$ cat src/rtl/run_ctrl_pkg.sv
// Shared types and default constants for the run controller.
//   state_t        : controller FSM state encoding
//   ADDR_W / CNT_W : start-address and cycle-counter widths
//   DEF_*          : default parameter values (program addresses, limits)
package run_ctrl_pkg;

  localparam int unsigned ADDR_W = 10;
  localparam int unsigned CNT_W  = 16;

  localparam int unsigned        DEF_NUM_PROGS   = 3;
  localparam int unsigned        DEF_INIT_CYCLES = 2;
  localparam logic [CNT_W-1:0]   DEF_MAX_CYCLES  = 16'd50000;

  localparam logic [ADDR_W-1:0]  DEF_PROG0_ADDR  = 10'd0;
  localparam logic [ADDR_W-1:0]  DEF_PROG1_ADDR  = 10'd256;
  localparam logic [ADDR_W-1:0]  DEF_PROG2_ADDR  = 10'd512;
  localparam logic [ADDR_W-1:0]  DEF_PROG3_ADDR  = 10'd768;

  typedef enum logic [2:0] {
    S_IDLE,
    S_INIT,
    S_LAUNCH,
    S_RUN,
    S_DONE,
    S_FAULT
  } state_t;

endpackage

$ cat src/rtl/run_controller_if.sv
// Host/core signal bundle for run_controller.
//   Inputs to the controller : Start, ProgSel[1:0], Abort, Clear, CoreAck
//   Outputs of the controller: CoreReset, CoreStart, StartAddr[9:0],
//                              Busy, Done, Timeout, CycleCount[15:0]
//   master modport: host/core side; slave modport: the controller.
interface run_controller_if;
  import run_ctrl_pkg::*;

  logic              Start;
  logic [1:0]        ProgSel;
  logic              Abort;
  logic              Clear;
  logic              CoreAck;
  logic              CoreReset;
  logic              CoreStart;
  logic [ADDR_W-1:0] StartAddr;
  logic              Busy;
  logic              Done;
  logic              Timeout;
  logic [CNT_W-1:0]  CycleCount;

  modport master (
    output Start, ProgSel, Abort, Clear, CoreAck,
    input  CoreReset, CoreStart, StartAddr, Busy, Done, Timeout, CycleCount
  );

  modport slave (
    input  Start, ProgSel, Abort, Clear, CoreAck,
    output CoreReset, CoreStart, StartAddr, Busy, Done, Timeout, CycleCount
  );

endinterface

$ cat src/rtl/prog_addr_lut.sv
// Maps a 2-bit program index to its 10-bit start address (combinational).
//   idx_i  : program index
//   addr_o : start address for that program
module prog_addr_lut
  import run_ctrl_pkg::*;
#(
  parameter logic [ADDR_W-1:0] PROG0_ADDR = DEF_PROG0_ADDR,
  parameter logic [ADDR_W-1:0] PROG1_ADDR = DEF_PROG1_ADDR,
  parameter logic [ADDR_W-1:0] PROG2_ADDR = DEF_PROG2_ADDR,
  parameter logic [ADDR_W-1:0] PROG3_ADDR = DEF_PROG3_ADDR
) (
  input  logic [1:0]        idx_i,
  output logic [ADDR_W-1:0] addr_o
);

  always_comb begin
    addr_o = PROG0_ADDR;
    case (idx_i)
      2'd1:    addr_o = PROG1_ADDR;
      2'd2:    addr_o = PROG2_ADDR;
      2'd3:    addr_o = PROG3_ADDR;
      default: addr_o = PROG0_ADDR;
    endcase
  end

endmodule

$ cat src/rtl/run_controller.sv
// Sequences a processor through reset, launch and run for a host-selected
// program, with a RUN-cycle watchdog.
//   Clk, Reset : clock, synchronous active-high reset
//   bus.slave  : Start/ProgSel/Abort/Clear/CoreAck in;
//                CoreReset/CoreStart/StartAddr/Busy/Done/Timeout/CycleCount out
// Every output is a flop; output flags are decoded from the next state so
// they line up with the registered state.
module run_controller
  import run_ctrl_pkg::*;
#(
  parameter int unsigned       NUM_PROGS   = DEF_NUM_PROGS,
  parameter int unsigned       INIT_CYCLES = DEF_INIT_CYCLES,
  parameter logic [CNT_W-1:0]  MAX_CYCLES  = DEF_MAX_CYCLES,
  parameter logic [ADDR_W-1:0] PROG0_ADDR  = DEF_PROG0_ADDR,
  parameter logic [ADDR_W-1:0] PROG1_ADDR  = DEF_PROG1_ADDR,
  parameter logic [ADDR_W-1:0] PROG2_ADDR  = DEF_PROG2_ADDR,
  parameter logic [ADDR_W-1:0] PROG3_ADDR  = DEF_PROG3_ADDR
) (
  input  logic             Clk,
  input  logic             Reset,
  run_controller_if.slave  bus
);

  localparam logic [3:0] INIT_LAST = 4'(INIT_CYCLES - 1);

  state_t            state_q, state_d;
  logic [1:0]        idx_q, idx_d;
  logic [3:0]        init_cnt_q, init_cnt_d;
  logic [CNT_W-1:0]  cnt_q, cnt_d;
  logic [CNT_W-1:0]  cnt_inc;
  logic              core_reset_q, core_reset_d;
  logic              core_start_q, core_start_d;
  logic [ADDR_W-1:0] addr_q, addr_d;
  logic [ADDR_W-1:0] lut_addr;
  logic              busy_q, busy_d;
  logic              done_q, done_d;
  logic              timeout_q, timeout_d;
  logic              start_ok;

  assign start_ok = bus.Start && ({30'd0, bus.ProgSel} < NUM_PROGS);
  assign cnt_inc  = cnt_q + 16'd1;

  // Looked up from the index being latched this cycle so StartAddr is
  // already valid on the first INIT cycle.
  prog_addr_lut #(
    .PROG0_ADDR (PROG0_ADDR),
    .PROG1_ADDR (PROG1_ADDR),
    .PROG2_ADDR (PROG2_ADDR),
    .PROG3_ADDR (PROG3_ADDR)
  ) u_lut (
    .idx_i  (idx_d),
    .addr_o (lut_addr)
  );

  always_comb begin
    state_d    = state_q;
    idx_d      = idx_q;
    init_cnt_d = init_cnt_q;
    cnt_d      = cnt_q;

    case (state_q)
      S_IDLE: begin
        if (start_ok) begin
          state_d    = S_INIT;
          idx_d      = bus.ProgSel;
          init_cnt_d = '0;
          cnt_d      = '0;
        end
      end
      S_INIT: begin
        if (bus.Abort)                    state_d = S_IDLE;
        else if (init_cnt_q == INIT_LAST) state_d = S_LAUNCH;
        else                              init_cnt_d = init_cnt_q + 4'd1;
      end
      S_LAUNCH: begin
        if (bus.Abort) state_d = S_IDLE;
        else           state_d = S_RUN;
      end
      S_RUN: begin
        // Abort beats CoreAck, CoreAck beats the watchdog; the count is
        // frozen on abort and includes the final cycle otherwise.
        if (bus.Abort) begin
          state_d = S_IDLE;
        end else begin
          cnt_d = cnt_inc;
          if (bus.CoreAck)                state_d = S_DONE;
          else if (cnt_inc == MAX_CYCLES) state_d = S_FAULT;
        end
      end
      S_DONE: begin
        if (bus.Clear) begin
          state_d = S_IDLE;
        end else if (start_ok) begin
          state_d    = S_INIT;
          idx_d      = bus.ProgSel;
          init_cnt_d = '0;
          cnt_d      = '0;
        end
      end
      S_FAULT: begin
        if (bus.Clear) state_d = S_IDLE;
      end
      default: state_d = S_IDLE;
    endcase

    core_reset_d = (state_d == S_IDLE) || (state_d == S_INIT);
    core_start_d = (state_d == S_LAUNCH);
    busy_d       = (state_d == S_INIT) || (state_d == S_LAUNCH) || (state_d == S_RUN);
    done_d       = (state_d == S_DONE);
    timeout_d    = (state_d == S_FAULT);
    addr_d       = (state_d == S_INIT) ? lut_addr : addr_q;
  end

  always_ff @(posedge Clk) begin
    if (Reset) begin
      state_q      <= S_IDLE;
      idx_q        <= '0;
      init_cnt_q   <= '0;
      cnt_q        <= '0;
      core_reset_q <= 1'b1;
      core_start_q <= 1'b0;
      addr_q       <= '0;
      busy_q       <= 1'b0;
      done_q       <= 1'b0;
      timeout_q    <= 1'b0;
    end else begin
      state_q      <= state_d;
      idx_q        <= idx_d;
      init_cnt_q   <= init_cnt_d;
      cnt_q        <= cnt_d;
      core_reset_q <= core_reset_d;
      core_start_q <= core_start_d;
      addr_q       <= addr_d;
      busy_q       <= busy_d;
      done_q       <= done_d;
      timeout_q    <= timeout_d;
    end
  end

  assign bus.CoreReset  = core_reset_q;
  assign bus.CoreStart  = core_start_q;
  assign bus.StartAddr  = addr_q;
  assign bus.Busy       = busy_q;
  assign bus.Done       = done_q;
  assign bus.Timeout    = timeout_q;
  assign bus.CycleCount = cnt_q;

endmodule

$ cat src/flat_wrapper.sv
// flat-port wrapper written by rule: the top's interface ports become plain ports
module run_controller_flat import run_ctrl_pkg::*;
#(
  parameter int unsigned       NUM_PROGS   = DEF_NUM_PROGS,
  parameter int unsigned       INIT_CYCLES = DEF_INIT_CYCLES,
  parameter logic [CNT_W-1:0]  MAX_CYCLES  = DEF_MAX_CYCLES,
  parameter logic [ADDR_W-1:0] PROG0_ADDR  = DEF_PROG0_ADDR,
  parameter logic [ADDR_W-1:0] PROG1_ADDR  = DEF_PROG1_ADDR,
  parameter logic [ADDR_W-1:0] PROG2_ADDR  = DEF_PROG2_ADDR,
  parameter logic [ADDR_W-1:0] PROG3_ADDR  = DEF_PROG3_ADDR
)
  (Clk, Reset, bus_Start, bus_ProgSel, bus_Abort, bus_Clear, bus_CoreAck, bus_CoreReset, bus_CoreStart, bus_StartAddr, bus_Busy, bus_Done, bus_Timeout, bus_CycleCount);
  run_controller_if bus_i ();
  input  logic Clk;
  input  logic Reset;
  input wire logic [$bits(bus_i.Start)-1:0] bus_Start;
  input wire logic [$bits(bus_i.ProgSel)-1:0] bus_ProgSel;
  input wire logic [$bits(bus_i.Abort)-1:0] bus_Abort;
  input wire logic [$bits(bus_i.Clear)-1:0] bus_Clear;
  input wire logic [$bits(bus_i.CoreAck)-1:0] bus_CoreAck;
  output wire logic [$bits(bus_i.CoreReset)-1:0] bus_CoreReset;
  output wire logic [$bits(bus_i.CoreStart)-1:0] bus_CoreStart;
  output wire logic [$bits(bus_i.StartAddr)-1:0] bus_StartAddr;
  output wire logic [$bits(bus_i.Busy)-1:0] bus_Busy;
  output wire logic [$bits(bus_i.Done)-1:0] bus_Done;
  output wire logic [$bits(bus_i.Timeout)-1:0] bus_Timeout;
  output wire logic [$bits(bus_i.CycleCount)-1:0] bus_CycleCount;
  assign bus_i.Start = bus_Start;
  assign bus_i.ProgSel = bus_ProgSel;
  assign bus_i.Abort = bus_Abort;
  assign bus_i.Clear = bus_Clear;
  assign bus_i.CoreAck = bus_CoreAck;
  assign bus_CoreReset = bus_i.CoreReset;
  assign bus_CoreStart = bus_i.CoreStart;
  assign bus_StartAddr = bus_i.StartAddr;
  assign bus_Busy = bus_i.Busy;
  assign bus_Done = bus_i.Done;
  assign bus_Timeout = bus_i.Timeout;
  assign bus_CycleCount = bus_i.CycleCount;
  run_controller #(.NUM_PROGS(NUM_PROGS), .INIT_CYCLES(INIT_CYCLES), .MAX_CYCLES(MAX_CYCLES), .PROG0_ADDR(PROG0_ADDR), .PROG1_ADDR(PROG1_ADDR), .PROG2_ADDR(PROG2_ADDR), .PROG3_ADDR(PROG3_ADDR)) u_core (.Clk(Clk), .Reset(Reset), .bus(bus_i));
endmodule
$ cat config.mk
export PLATFORM = sky130hd
export DESIGN_NAME = run_controller_flat
export DESIGN_NICKNAME = d
export VERILOG_FILES = /design/src/rtl/run_ctrl_pkg.sv /design/src/rtl/run_controller_if.sv /design/src/rtl/prog_addr_lut.sv /design/src/rtl/run_controller.sv /design/src/flat_wrapper.sv
export SDC_FILE = /design/constraint.sdc
export NUM_CORES = 1
export LEC_CHECK = 0
export CAP_MARGIN = 10
export CORE_MARGIN = 2
export CORE_UTILIZATION = 30
export CTS_CLUSTER_DIAMETER = 100
export DETAILED_ROUTE_END_ITERATION = 10
export GPL_TIMING_DRIVEN = 1
export MAX_ROUTING_LAYER = met4
export PLACE_DENSITY = 0.48
export REMOVE_ABC_BUFFERS = 1
export SLEW_MARGIN = 30
export SYNTH_ARGS = -nofsm -noshare
export SYNTH_HDL_FRONTEND = slang
export SYNTH_SLANG_ARGS = --single-unit
$ cat constraint.sdc
create_clock -name Clk -period 2.3 [get_ports Clk]
set_input_delay 0.345 -clock Clk [delete_from_list [all_inputs] [get_ports Clk]]
set_output_delay 0.345 -clock Clk [all_outputs]
set_load 0.01 [all_outputs]
# == Yosys cells after proc, flatten, opt, wreduce, memory -nomap -nowiden ==
# Index checks and enable logic that the tools add are counted.
# classes
add_sub_neg,2
order_cmp,1
eq_ne,19
muxes,23
n_reduce_logical,10
# op_table
operator,count
$mux W16,3
$pmux W16 S3,1
$pmux W10 S3,1
$mux W3,8
$pmux W3 S6,1
$add A16 B1 Y16 const B,1
$eq A16 B16 Y1 const B,1
$mux W4,4
$eq A3 B2 Y1 const B,4
$eq A3 B3 Y1 const B,4
$pmux W4 S3,1
$ne A2 B2 Y1 const B,4
$eq A3 B1 Y1 const B,2
$logic_not A3 Y1,2
$mux W2,3
$reduce_bool A3 Y1,2
$add A4 B1 Y4 const B,1
$eq A2 B2 Y1 const B,2
$eq A4 B1 Y1 const B,1
$pmux W2 S2,1
$reduce_and A4 Y1,1
$logic_or A1 B1 Y1,3
$reduce_and A3 Y1,1
$eq A2 B1 Y1 const B,1
2 further kinds,2
# totals
reg_bits,40
elab_cells,65

# == Logic depth before layout (Yosys ltp) ==
# Gate-level depths: netlist (run 1).
# depth
word_depth,9
ltp_mapped,8
ltp_nobuf,7

# == By module ==
# From an unflattened synthesis (run 1), not the netlist that was laid out.
# hier_totals
hier_cells,278
area_unflattened_um2,2238.4
# modules_own_cells
module,instances,cells_each,area_per_inst_um2,seq_area_each_um2
run_controller,1,267,2167.1,800.8
prog_addr_lut,1,11,71.3,0.0

# == Worst setup path before layout (run 1) ==
# Ideal clock, no wire load.
# synth_path
path_type,reg-to-reg
from,"register u_core.cnt_q[0], in the netlist u_core.bus.CycleCount[0]"
to,"register u_core.busy_q, in the netlist u_core.bus.Busy"
setup_time_ns,0.122
arrival_time_ns,1.755
t_required_ns,2.178
path_slack_ns,0.423
stages_incl_launch_ff,6
cell_sequence,dfxtp_1 -> ha_1 -> or4bb_1 -> nor3_1 -> o2111ai_2 -> o311a_1
# synth_between
elab_chain_len,9
# synth_rtl
item,line_no,text
"start, declared",run_controller.sv:29,"logic [CNT_W-1:0] cnt_q, cnt_d;"
"start signal, assigned",run_controller.sv:130,cnt_q <= cnt_d;
$add A16 B1 Y16 *,run_controller.sv:41,assign cnt_inc = cnt_q + 16'd1;
$eq A16 B16 Y1 *,run_controller.sv:87,else if (cnt_inc == MAX_CYCLES) state_d = S_FAULT;
$mux W3 *,run_controller.sv:87,
$mux W3 *,run_controller.sv:86,if (bus.CoreAck) state_d = S_DONE;
$mux W3 *,run_controller.sv:82,if (bus.Abort) begin
$pmux W3 S6 *,run_controller.sv:61,case (state_q)
$eq A3 B1 Y1 or $eq A3 B2 Y1 (tied branches),run_controller.sv:108,busy_d = (state_d == S_INIT) || (state_d == S_LAUNCH) || (state_d == S_RUN);
$logic_or A1 B1 Y1,run_controller.sv:108,
$logic_or A1 B1 Y1 *,run_controller.sv:108,
"end signal, assigned",run_controller.sv:134,busy_q <= busy_d;
"end, declared",run_controller.sv:35,"logic busy_q, busy_d;"
# Every way passes the cells marked *; elsewhere a longest branch is shown, timed or not.
# A chain may end at the register's enable or synchronous reset.

# == Worst setup path in the final report (run 1) ==
# Same ends and word-level chain as after synthesis.

==> results.py, run 1 <==
metrics = {
    "outcome": {
        "run_status": "finished clean",
    },
    "pwr": {
        "seq_power_share_pct": 47.7,
        "comb_power_share_pct": 13.8,
        "p_sw_w": 0.000319,
        "power_density_nw_per_um2": 498,
        "p_int_w": 0.000885,
        "p_clk_share_pct": 38.4,
        "power.total_w": 0.00120,
        "p_leak_nw": 0.865,
        "swShare_pct": 26.5,
        "vdd_drop_max_mv": 0.257,
    },
    "sta": {
        "finalSetupViolCount": 0,
        "setup_ws_ns": 0.264,
        "rsz0062_at_grt": "false",
        "drv_slew": 0,
        "tns_ns": 0,
        "fin_crit_ns": 2.04,
        "fmax_ghz": 0.491,
        "clock_skew_ns": 0.00750,
        "period_share_pct": 88.5,
        "finalHoldViolCount": 0,
    },
    "place": {
        "gp_congestion": 0.798,
        "pre_cts_ws_ns": 0.128,
        "place_hpwl_um": 3670,
        "port_buffers": 30,
    },
    "cts": {
        "cts_buffer_depth": 2,
        "clk_latency_ns": 0.29,
        "cts_resized": 0,
        "cts_buffers": 5,
        "cts_setup_buffers": 0,
        "cts_tree": "yes",
        "cts_root_buffer": "clkbuf_8",
        "cts_num_sinks": 32,
        "clk_pin_slew_worst_paths_ns": 0.07,
        "cts_hold_buf": 0,
        "htreeDepth": 2,
    },
    "critical_path": {
        "max_stage_delay_ns": 0.42,
        "crit_chain": "ha_1, nand4_4, xor2_1, o22ai_1, o21ai_2, o311a_1",
        "reg2reg_from": "u_core.bus.CycleCount[0]",
        "start_kind": "flip-flop",
        "cp-end-kind": "flip-flop",
        "ff2ff_path_depth": 6,
        "required_ns": 2.47,
        "crit_slowest_cell": "dfxtp_1",
        "worstSetupStartpoint": "u_core.bus.CycleCount[0]",
        "arrival_ns": 2.21,
        "crit_path_max_fanout": 7,
        "crit_type": "flip-flop to flip-flop",
        "cpLargestDelayFamily": "compound AO/OA/AOI/OAI gates",
        "cp.depth": 6,
        "crit_buf_inv": 0,
    },
    "synth": {
        "synthesis.area_um2": 1940,
        "syn_avg_cell_area_um2": 8.17,
        "syn_inst": 238,
        "synthFlopType": "dfxtp_1",
        "async_flop_share_pct": 0,
        "seq_area_frac_synth_pct": 32.9,
        "synth_top_area_share_pct": 32.9,
        "synth_enable_flop_cells": 0,
        "ys_ff_latch": 32,
        "synth.distinct_cells": 61,
        "synth_largest_area_cell": "dfxtp_1",
        "synthTopCellsByArea": "dfxtp_1, nor2_1, nand2_1, o21ai_0, a21oi_1",
        "yosys_warnings": 0,
    },
    "drt": {
        "ant_nets": 0,
        "first_pass_iters": 4,
        "dr.first_iter.drc_count": 69,
        "vias": 1827,
        "routed_wl_um": 5180,
        "via_per_inst": 5.25,
        "drc": 0,
        "wl_per_cell_um": 14.9,
    },
    "floorplan": {
        "die_h_um": 84.5,
        "ioPinCount": 39,
        "die_x_um": 84.5,
        "core-area_um2": 6310,
        "placementRows": 29,
        "start_util_pct": 30.8,
        "die_area_um2": 7140,
    },
    "global_route": {
        "grt_max_degree": 25,
        "grt_pass1_vias": 1636,
        "grt_pass1_wl_um": 8510,
        "antenna_found_initial": 0,
        "track_usage_pct": 15.3,
        "grt_overflow": 0,
    },
    "finish": {
        "nNetsFinal": 281,
        "finalCoreUtilization_pct": 38.2,
        "fillers": 688,
        "drive_gt1_share_pct": 11.4,
        "area_delta_synth_final_pct": 24.2,
        "antenna_cells": 0,
    },
    "flow_run": {
        "cap_violations": 0,
    },
    "min_path": {
        "hold_path_depth": 2,
        "hold_start": "u_core.idx_q[1]",
        "hold_class": "flip-flop to flip-flop",
    },
}
## power groups by stage
stage | registers (W) | logic (W) | clock network [W]
finish | 0.000574 | 0.000167 | 0.000463
floorplan | 0.000593 | 0.0000827 | 0
detailed placement | 0.000587 | 0.000167 | 0
global placement | 0.000587 | 0.000168 | 0
global route | 0.000575 | 0.000185 | 0.000497
CTS | 0.000574 | 0.000168 | 0.000473
## cells by family after synthesis
| logic type | Yosys count | share of synthesized area, % |
|---|---|---|
| and+or+nand+nor | 98 | 29.1 |
| muxes | 4 | 2.12 |
| other | 1 | 0.193 |
| DFF | 32 | 32.9 |
| AOI/OAI and AO/OA | 71 | 25.6 |
| xor gates and xnor gates | 2 | 0.901 |
| adders and majority gates | 3 | 1.93 |
| buffers and inverters | 27 | 7.21 |
## worst paths after layout
kind | end | slack (ns)
max | u_core.bus.Busy | 0.26
min | u_core.bus.StartAddr[9] | 0.48
max reg2reg | u_core.bus.Busy | 0.26
min reg2reg | u_core.bus.StartAddr[9] | 0.48
## worst min-delay path, delay by kind of cell, from the launching register on
kind | cells | cell delay (ns)
DFF | 1 | 0.31
and+or+nand+nor | 1 | 0.05
AOI/OAI and AO/OA | 1 | 0.07
## flip-flops by register name, summed over array words and instances, names as in the netlist
| name | cells |
|---|---|
| u_core.bus.StartAddr | 2 |
| u_core.bus.Timeout | 1 |
| u_core.state_q | 3 |
| u_core.bus.CoreStart | 1 |
| u_core.bus.CoreReset | 1 |
| u_core.bus.Done | 1 |
| u_core.bus.CycleCount | 16 |
| u_core.idx_q | 2 |
| u_core.bus.Busy | 1 |
| u_core.init_cnt_q | 4 |
## cells in the final DEF, fill, tap and decap left out, drive strengths merged, types with 3 or more instances in the layout
cell,netlist,final
a31oi,5,5
o211ai,4,4
ha,3,3
nand2,21,21
nor2,26,26
a21o,3,3
nor3b,3,3
a311oi,6,6
a21oi,13,13
nor2b,3,3
or3,3,3
nor4,4,4
dfxtp,32,32
buf,15,11
conb,1,8
o21ai,18,18
clkbuf,8,8
nand2b,4,4
clkdlybuf4s50,0,30
nor3,9,9
nand4,4,4
nand3,10,10
mux2i,3,3
inv,4,4
## routing by layer
| layer | up-vias | track usage [%] | part of all wire, % |
|---|---|---|---|
| met5 | - | - | 0 |
| met4 | 0 | 5.19 | 1.2 |
| met3 | 7 | 3.24 | 3.3 |
| met2 | 30 | 22.0 | 45 |
| met1 | 860 | 21.2 | 51 |
| li1 | 930 | - | - |
## synthesized netlist by cell type (2+ instances only)
cell and n:
o311a_1 2, or3_1 3, a311oi_1 6, buf_4 8, o21ai_0 14, nand4_1 2
nor3_1 8, nand2b_1 4, a211o_1 2, mux2i_1 3, nand4_4 2, a21oi_1 12
clkbuf_1 8, a21o_1 3, buf_2 7, o31a_1 2, nor2b_1 3, nor2_1 26
a21boi_1 2, o31ai_1 2, ha_1 3, and2_1 2, nand2_1 21, o211ai_1 4
nand3_1 10, dfxtp_1 32, nor4_1 2, a22oi_1 2, nor3b_1 2, inv_1 4
a31oi_1 5, o21ai_1 3
## area by class of cell
cell class,count,area [µm²],area share (%)
Multi-Input combinational cell,186,1190,49.3
Sequential cell,32,641,26.5
Timing Repair Buffer,41,383,15.9
Tap cell,77,96.3,3.99
Clock buffer,8,90.1,3.73
Inverter,4,15.0,0.622
## metrics by stage
step,std cells,hold WS [ns],cell area [µm²]
4_1_cts,348,0.482,2410
2_1_floorplan,222,0.414,1850
3_3_place_gp,340,0.471,2320
6_report,348,0.482,2410
5_1_grt,348,0.503,2410
3_5_place_dp,340,0.473,2320
Note: power is estimated with default switching activity, not from simulation.
==> run 2, diff against run 1 <==
--- a/config.mk
+++ b/config.mk
@@ -6,5 +6,6 @@
 export NUM_CORES = 1
 export LEC_CHECK = 0
-export CAP_MARGIN = 10
+export ABC_CLOCK_PERIOD_IN_PS = 2300
+export CAP_MARGIN = 30
 export CORE_MARGIN = 2
 export CORE_UTILIZATION = 30
==> constraint.sdc (replaced) <==
create_clock -name Clk -period 2.3 [get_ports Clk]
set_input_delay 0.46 -clock Clk [delete_from_list [all_inputs] [get_ports Clk]]
set_output_delay 0.46 -clock Clk [all_outputs]
set_load 0.01 [all_outputs]
==> results.py, run 2 (synthesis gave the netlist of run 1 again) <==
metrics = {
    "outcome": {
        "run_status": "finished clean",
    },
    "critical_path": {
        "crit_type": "flip-flop to flip-flop",
        "cp-end-kind": "flip-flop",
        "arrival_ns": 2.23,
        "required_ns": 2.46,
        "start_kind": "flip-flop",
        "crit_path_max_fanout": 7,
    },
    "floorplan": {
        "start_util_pct": 30.8,
        "die_h_um": 84.5,
        "die_x_um": 84.5,
        "ioPinCount": 39,
        "die_area_um2": 7140,
        "placementRows": 29,
        "core-area_um2": 6310,
    },
    "cts": {
        "cts_root_buffer": "clkbuf_8",
        "cts_resized": 0,
        "cts_tree": "yes",
        "cts_buffers": 5,
        "cts_num_sinks": 32,
        "htreeDepth": 2,
        "cts_hold_buf": 0,
        "cts_setup_buffers": 0,
        "clk_latency_ns": 0.28,
        "cts_buffer_depth": 2,
        "clk_pin_slew_worst_paths_ns": 0.07,
    },
    "global_route": {
        "track_usage_pct": 15.9,
        "grt_max_degree": 25,
        "grt_overflow": 0,
        "grt_pass1_wl_um": 8930,
        "antenna_found_initial": 0,
        "grt_pass1_vias": 1786,
    },
    "drt": {
        "vias": 1891,
        "via_per_inst": 5.37,
        "ant_nets": 0,
        "first_pass_iters": 4,
        "drc": 0,
        "routed_wl_um": 5310,
        "dr.first_iter.drc_count": 128,
        "wl_per_cell_um": 15.1,
    },
    "finish": {
        "fillers": 672,
        "drive_gt1_share_pct": 13.1,
        "stdcell_count": 352,
        "layout_commonest_cell": "dfxtp_1",
        "area_delta_synth_final_pct": 26.6,
        "final_cell_mix": "dfxtp_1, clkdlybuf4s50_1, nor2_1",
        "nNetsFinal": 285,
        "largest_reg_flops": 16,
        "antenna_cells": 0,
    },
    "min_path": {
        "hold_class": "flip-flop to flip-flop",
    },
    "place": {
        "gp_congestion": 0.792,
        "place_hpwl_um": 3760,
        "placedCellCount": 344,
        "port_buffers": 30,
    },
    "pwr": {
        "power_density_nw_per_um2": 521,
        "p_leak_nw": 0.894,
        "vdd_drop_max_mv": 0.336,
    },
    "sta": {
        "tns_ns": 0,
        "drv_slew": 0,
        "clock_skew_ns": 0.00807,
        "finalSetupViolCount": 0,
        "finalHoldViolCount": 0,
        "fin_crit_ns": 2.07,
        "rsz0062_at_grt": "false",
        "period_share_pct": 90.0,
        "fmax_ghz": 0.483,
    },
    "flow_run": {
        "cap_violations": 0,
    },
}
[run 2: cell types whose count changed in the layout (fill, tap and decap cells not counted), sizes merged]
cell and delta:
buf +4, clkinv +1, clkbuf -2, bufinv +1
[run 2: critical path: stages, from the launching register on]
cell       delay [ns]
dfxtp_1          0.45
ha_1             0.34
or4bb_1          0.41
nor3_1           0.18
o2111ai_2        0.22
o311a_1          0.34
[run 2: final timing paths]
path / endpoint / cells after the start / start / slack [ns]
worst max-delay path: u_core.bus.Busy / 5 / u_core.bus.CycleCount[0] / 0.23
worst max register to register: u_core.bus.Busy / 5 / u_core.bus.CycleCount[0] / 0.23
worst min register to register: u_core.bus.StartAddr[8] / 2 / u_core.idx_q[0] / 0.48
worst min-delay path: u_core.bus.StartAddr[8] / 2 / u_core.idx_q[0] / 0.48
[run 2: layer usage]
metal / vias up / share of wire, % / global-route usage, %
li1: 943 / - / -
met1: 896 / 49 / 21.7
met2: 46 / 46 / 23.8
met3: 6 / 3.9 / 2.85
met4: 0 / 1.3 / 5.34
met5: - / 0 / -
[run 2: per-stage QoR]
step	utilization (%)	hold WS (ns)	total power [W]	worst slack, ns	area (µm²)
floorplan	-	0.449	0.000676	0.308	1850
global placement	37.3	0.479	0.000756	0.0780	2350
detailed placement	37.3	0.470	0.000756	0.0425	2350
CTS	39.0	0.479	0.00130	0.213	2460
global route	39.0	0.500	0.00133	0.102	2460
finish	39.0	0.479	0.00128	0.230	2460
[run 2: cell type report]
class | count | area (µm²) | share of cell area, %
clock buffer | 6 | 72.6 | 2.95
tap | 77 | 96.3 | 3.91
timing repair buffer | 45 | 413 | 16.8
inverter | 4 | 15.0 | 0.610
clock inverter | 2 | 35.0 | 1.42
sequential | 32 | 641 | 26.0
multi-input combinational | 186 | 1190 | 48.3
[run 2: where the power goes]
part	total [W]	internal, W	switching, W	leakage (nW)
sequential	0.000574	0.000567	0.00000706	0.259
combinational	0.000169	0.0000753	0.0000932	0.580
clock	0.000542	0.000322	0.000220	0.0552
